<file path="src/rtl/clk_en_gen_pkg.sv">
// Shared definitions for the clock-enable generator: FSM encodings,
// the default counter width and the ceil(D/2) helper used for the 50% level.
package clk_en_gen_pkg;

    typedef enum logic [1:0] {
        ST_IDLE   = 2'd0,
        ST_SETTLE = 2'd1,
        ST_LOCKED = 2'd2
    } state_t;

    localparam int CNT_W_DEF = 16;

    // Divide values up to 32 bits wide; the result always fits in the divide width.
    function automatic logic [31:0] ceil_half(input logic [31:0] d);
        return (d >> 1) + {31'd0, d[0]};
    endfunction

endpackage

</file>
<file path="src/rtl/clk_en_ch.sv">
// One clock-enable channel: shadow divide register, phase counter and
// registered strobe / 50%-duty level outputs, all held at 0 while not running.
module clk_en_ch
    import clk_en_gen_pkg::*;
#(
    parameter int               CNT_W = CNT_W_DEF,
    parameter logic [CNT_W-1:0] DEF_D = 1
) (
    input  logic             clk,
    input  logic             rst_n,
    input  logic             run,
    input  logic             load,
    input  logic [CNT_W-1:0] div,
    output logic             clk_en,
    output logic             clk_div
);

    logic [CNT_W-1:0] div_reg;
    logic [CNT_W-1:0] cnt_reg;
    logic [CNT_W-1:0] cnt_next;
    logic [CNT_W-1:0] d_eff;
    logic [CNT_W-1:0] last;
    logic [CNT_W-1:0] half;
    logic             run_reg;
    logic             clk_en_reg;
    logic             clk_div_reg;
    logic             clk_en_next;
    logic             clk_div_next;

    assign d_eff = (div_reg == '0) ? CNT_W'(1) : div_reg;
    assign last  = d_eff - CNT_W'(1);
    assign half  = CNT_W'(ceil_half(32'(d_eff)));

    // cnt_reg is the phase of the cycle currently shown on the outputs; the
    // first running cycle always starts at phase 0 so channels align at lock.
    always_comb begin
        cnt_next = '0;
        if (run && run_reg && (cnt_reg < last)) begin
            cnt_next = cnt_reg + CNT_W'(1);
        end
        clk_en_next  = run && (cnt_next == last);
        clk_div_next = run && (cnt_next < half);
    end

    always_ff @(posedge clk or negedge rst_n) begin
        if (!rst_n) begin
            div_reg     <= DEF_D;
            cnt_reg     <= '0;
            run_reg     <= 1'b0;
            clk_en_reg  <= 1'b0;
            clk_div_reg <= 1'b0;
        end else begin
            if (load) begin
                div_reg <= div;
            end
            cnt_reg     <= cnt_next;
            run_reg     <= run;
            clk_en_reg  <= clk_en_next;
            clk_div_reg <= clk_div_next;
        end
    end

    assign clk_en  = clk_en_reg;
    assign clk_div = clk_div_reg;

endmodule

</file>
<file path="src/rtl/clk_en_gen.sv">
// Multi-channel clock-enable generator: settle/lock FSM plus one clk_en_ch
// per channel, all running from the single 50 MHz system clock.
module clk_en_gen
    import clk_en_gen_pkg::*;
#(
    parameter int                        NUM_CH      = 3,
    parameter int                        CNT_W       = CNT_W_DEF,
    parameter int                        LOCK_CYCLES = 16,
    parameter logic [NUM_CH*CNT_W-1:0]   DEF_DIV     = {16'd5, 16'd2, 16'd1}
) (
    input  logic                      iws_clk_50M,
    input  logic                      iws_reset_n,
    input  logic                      iws_enable,
    input  logic                      iws_load,
    input  logic [NUM_CH*CNT_W-1:0]   iws_div,
    output logic [NUM_CH-1:0]         ows_clk_en,
    output logic [NUM_CH-1:0]         ows_clk_div,
    output logic                      ows_locked,
    output logic [1:0]                ows_state
);

    localparam int            SW          = (LOCK_CYCLES > 1) ? $clog2(LOCK_CYCLES) : 1;
    localparam logic [SW-1:0] SETTLE_LAST = SW'(LOCK_CYCLES - 1);

    state_t        state_reg;
    state_t        state_next;
    logic [SW-1:0] settle_reg;
    logic [SW-1:0] settle_next;
    logic          run;

    always_ff @(posedge iws_clk_50M or negedge iws_reset_n) begin
        if (!iws_reset_n) begin
            state_reg  <= ST_IDLE;
            settle_reg <= '0;
        end else begin
            state_reg  <= state_next;
            settle_reg <= settle_next;
        end
    end

    // Disable wins over everything; a load outside IDLE restarts the settle.
    always_comb begin
        state_next  = state_reg;
        settle_next = settle_reg;
        if (!iws_enable) begin
            state_next  = ST_IDLE;
            settle_next = '0;
        end else begin
            case (state_reg)
                ST_IDLE: begin
                    state_next  = ST_SETTLE;
                    settle_next = '0;
                end
                ST_SETTLE: begin
                    if (iws_load) begin
                        settle_next = '0;
                    end else if (settle_reg == SETTLE_LAST) begin
                        state_next  = ST_LOCKED;
                        settle_next = '0;
                    end else begin
                        settle_next = settle_reg + SW'(1);
                    end
                end
                ST_LOCKED: begin
                    if (iws_load) begin
                        state_next  = ST_SETTLE;
                        settle_next = '0;
                    end
                end
                default: begin
                    state_next  = ST_IDLE;
                    settle_next = '0;
                end
            endcase
        end
    end

    // Channels see the upcoming state so their registered outputs line up with ows_locked.
    assign run        = (state_next == ST_LOCKED);
    assign ows_locked = (state_reg == ST_LOCKED);
    assign ows_state  = state_reg;

    generate
        for (genvar gi = 0; gi < NUM_CH; gi++) begin : g_ch
            clk_en_ch #(
                .CNT_W (CNT_W),
                .DEF_D (DEF_DIV[gi*CNT_W +: CNT_W])
            ) u_ch (
                .clk     (iws_clk_50M),
                .rst_n   (iws_reset_n),
                .run     (run),
                .load    (iws_load),
                .div     (iws_div[gi*CNT_W +: CNT_W]),
                .clk_en  (ows_clk_en[gi]),
                .clk_div (ows_clk_div[gi])
            );
        end
    endgenerate

endmodule
</file>
<file path="config.mk">
export PLATFORM = sky130hd
export DESIGN_NAME = clk_en_gen
export DESIGN_NICKNAME = d
export VERILOG_FILES = /design/src/rtl/clk_en_gen_pkg.sv /design/src/rtl/clk_en_ch.sv /design/src/rtl/clk_en_gen.sv
export SDC_FILE = /design/constraint.sdc
export NUM_CORES = 1
export LEC_CHECK = 0
export ABC_AREA = 0
export BUFFER_PORTS_ARGS = -buffer_cell sky130_fd_sc_hd__buf_4
export CAP_MARGIN = 10
export CORE_ASPECT_RATIO = 1.4
export CORE_UTILIZATION = 60
export DETAILED_ROUTE_END_ITERATION = 12
export PLACE_DENSITY = 0.78
export SLEW_MARGIN = 20
export SYNTH_ARGS = -nofsm -noshare
export SYNTH_HDL_FRONTEND = slang
export SYNTH_SLANG_ARGS = --single-unit
</file>
<file path="constraint.sdc">
create_clock -name iws_clk_50M -period 7.6 [get_ports iws_clk_50M]
set_input_delay 0.38 -clock iws_clk_50M [delete_from_list [all_inputs] [get_ports iws_clk_50M]]
set_output_delay 0.38 -clock iws_clk_50M [all_outputs]
set_load 0.005 [all_outputs]
</file>
==> metrics <==
die area=16300 um2; area share of the largest cell type after synthesis=0.278; crit path launch type=register; leakage power=0.00441 uW; vias per cell=6.28; Routed wire per std cell=18.5 um; Place WS=1.48 ns; clk sink count=109; largest area contributor in the synthesized netlist=dfrtp_1; Pins Over Slew Limit=0; CP arrival=6.40 ns; fill count=1269; gr ovfl total=0; setup repair after global routing missed its margin=false; Setup crit end kind=register; area occupied by multi-input gates=6340 um2; Final Cycle Share=0.811; mapped cell area=9460 um2; Die Wd=108 um; final worst setup slack=1.44 ns; CTS Buf Count=9; WL final=23700 um; Clk pin slew, worst setup/hold paths=0.08 ns; cts repair resizes=0; Setup Fix Bufs, Post-CTS=0; Post-synth EDFFs=0; Final Hold Viols=0; Final #Nets=1229; initial cell density of the core=0.623; top_reg_cell synth=dfrtp_1; Power per Cell Area=144 nW/um2; first-pass GRT wire length=38600 um; sequential share of the synthesized area=0.289; latest clock arrival within the worst-skew pair=0.37 ns; Seq pwr share=0.452; Max rail drop VDD=0.0985 mV; Clock Power Share=0.351; GRT Overall Usage=0.305; post-route antenna net violation count=0; Max H-tree Level=3; Rows=53; clock tree from TritonCTS=built; FF+latch count, synth=109; status=completed; Sw Pwr=467 uW; CP Max Fanout=33; Final Util=0.673; IO Pins=61; storage element area=2730 um2; Internal Power=1010 uW; Crit Path Class=reg -> reg; diode count=0; Syn Area/Cell=8.88 um2; Sw Share=0.317; vias=8036; WP data required=7.84 ns; slew at the pin closest to its max-slew limit=1.07 ns; final worst path period need=6.16 ns; Distinct cells, synth=78; GP Congestion=0.946; endpoints failing setup=0; Die H=151 um; combinational fraction of design power=0.197; DRC=0; asr flop ratio synth=1.00; clk buf depth=2; Max-cap violations=0; root buffer cell=clkbuf_16; Synthesized Nets=1211; vias in the first global route=7917; Layout Skew=0.0106 ns; Post-CTS Hold Buffers=0; hpwl dp=18500 um; Layout Area Growth over Synthesis=8.05%; Fmax=162 MHz; largest net degree at the start of global routing=60; Post-Synthesis Cells=1065; post-route setup TNS=0 ns; TritonRoute pass-1 iters=5; drt initial violations=502; initial antenna violation count=0; Ys Warns=0; Port Buffer Count=60; max-slew headroom at the worst pin=0.283; Worst Hold Class=in -> async; layout cell share with drive strength beyond 1=0.140; Core ar.=15200 um2; top cells by area, synth=dfrtp_1 28%, ha_1 12%, xnor2_1 6.6%, xor2_1 5.5%, mux2_2 4.9%
-- worst max-delay path: stages (launching register included) --
cell	delay [ns]
dfrtp_1	0.52
nor4_1	0.18
a41oi_2	0.41
ha_1	0.26
nor3b_1	0.66
nand2_1	0.17
or3_1	0.35
xnor2_1	0.26
inv_1	0.12
ha_1	0.29
nand3_1	0.11
or4_1	0.56
a211o_1	0.27
nand3_2	0.43
nor2_1	0.14
ha_1	0.33
or3b_2	0.44
a221o_1	0.30
nand2_1	0.14
a21oi_1	0.11
-- synth_stat cells, types with 9 or more instances --
cell      count
nand2_1      84
nor3_1       31
nor4_1       18
buf_2         9
dfrtp_1     105
a21oi_1      50
xor2_1       59
nand3_1      41
nor2b_1       9
clkbuf_1     30
a21o_1       15
mux2_2       41
and3_1       19
inv_1        32
nand4_1      35
or3_1        12
nor2_1       89
a211oi_1     10
xnor2_1      71
o21ai_0      38
and4_1       19
a31oi_1      10
ha_1         94
-- metal layers --
metal / vias to the layer above / global-route usage / wire length [um]
met5: - / 0 / 0
met4: 0 / 0.140 / 845
met3: 60 / 0.0481 / 1040
met2: 221 / 0.534 / 12000
met1: 3827 / 0.364 / 9760
li1: 3928 / - / -
-- path summary, 6_finish.rpt --
check | from | endpoint | slack, ns | depth (start not counted)
max in group asynchronous | iws_reset_n | g_ch[1].u_ch.cnt_reg[1] | 6.33 | 2
worst max-delay path | g_ch[0].u_ch.div_reg[13] | g_ch[0].u_ch.clk_div | 1.44 | 19
min in group iws_clk_50M | iws_div[23] | g_ch[1].u_ch.div_reg[7] | 0.23 | 3
worst max register to register | g_ch[0].u_ch.div_reg[13] | g_ch[0].u_ch.clk_div | 1.44 | 19
worst min register to register | settle_reg[3] | settle_reg[3] | 0.57 | 2
worst min-delay path | iws_reset_n | g_ch[1].u_ch.cnt_reg[9] | 0.08 | 1
-- metrics by stage --
stage	cells	hold slack (ns)	total power (uW)	area, um2
finish	1280	0.0848	1470	10200
global route	1280	0.154	1540	10200
CTS	1280	0.112	1480	10200
detailed placement	1264	0.500	964	9910
global placement	1264	0.502	956	9910
floorplan	1065	0.0844	877	9460
-- cells by family after synthesis --
| kind of cell | share of synthesized area |
|---|---|
| compound gates | 0.133 |
| mux | 0.0509 |
| fa+ha+maj | 0.125 |
| xor+xnor | 0.128 |
| simple gates | 0.231 |
| buf+inv | 0.0430 |
| flops | 0.289 |
-- cell type report --
class / instances / area share
clock buffer: 9 / 0.0220
clock inverter: 7 / 0.00906
inverter: 32 / 0.0117
multi-input combinational: 868 / 0.620
sequential: 109 / 0.267
tap: 192 / 0.0235
timing repair buffer: 63 / 0.0463
-- power groups by stage --
| stage | combinational, uW | clock (uW) | sequential, uW |
|---|---|---|---|
| finish | 291 | 517 | 666 |
| global route | 323 | 543 | 672 |
| CTS | 291 | 528 | 664 |
| detailed placement | 289 | 0 | 676 |
| global placement | 282 | 0 | 674 |
| floorplan | 243 | 0 | 634 |
-- layout by cell type, fill, tap and decap left out, types with 5 or more instances in the layout --
cell type,count
nand3_1,41
a21oi_1,50
mux2_2,41
nor4_1,18
ha_1,94
inv_1,32
a21o_1,15
dfrtp_1,105
or4_1,7
buf_4,63
nand3b_1,5
o31ai_1,6
nor2b_1,9
or3_1,12
o22ai_1,7
nor2_1,89
nand4_1,35
and2_1,6
a211oi_1,10
o21ai_0,38
or2_2,6
xor2_1,59
nand2_1,84
xnor2_1,71
a31oi_1,10
and3_1,19
clkbuf_16,9
and4_1,19
nor3_1,31
o21a_1,8
No activity file was read; power rests on OpenSTA's default activity.
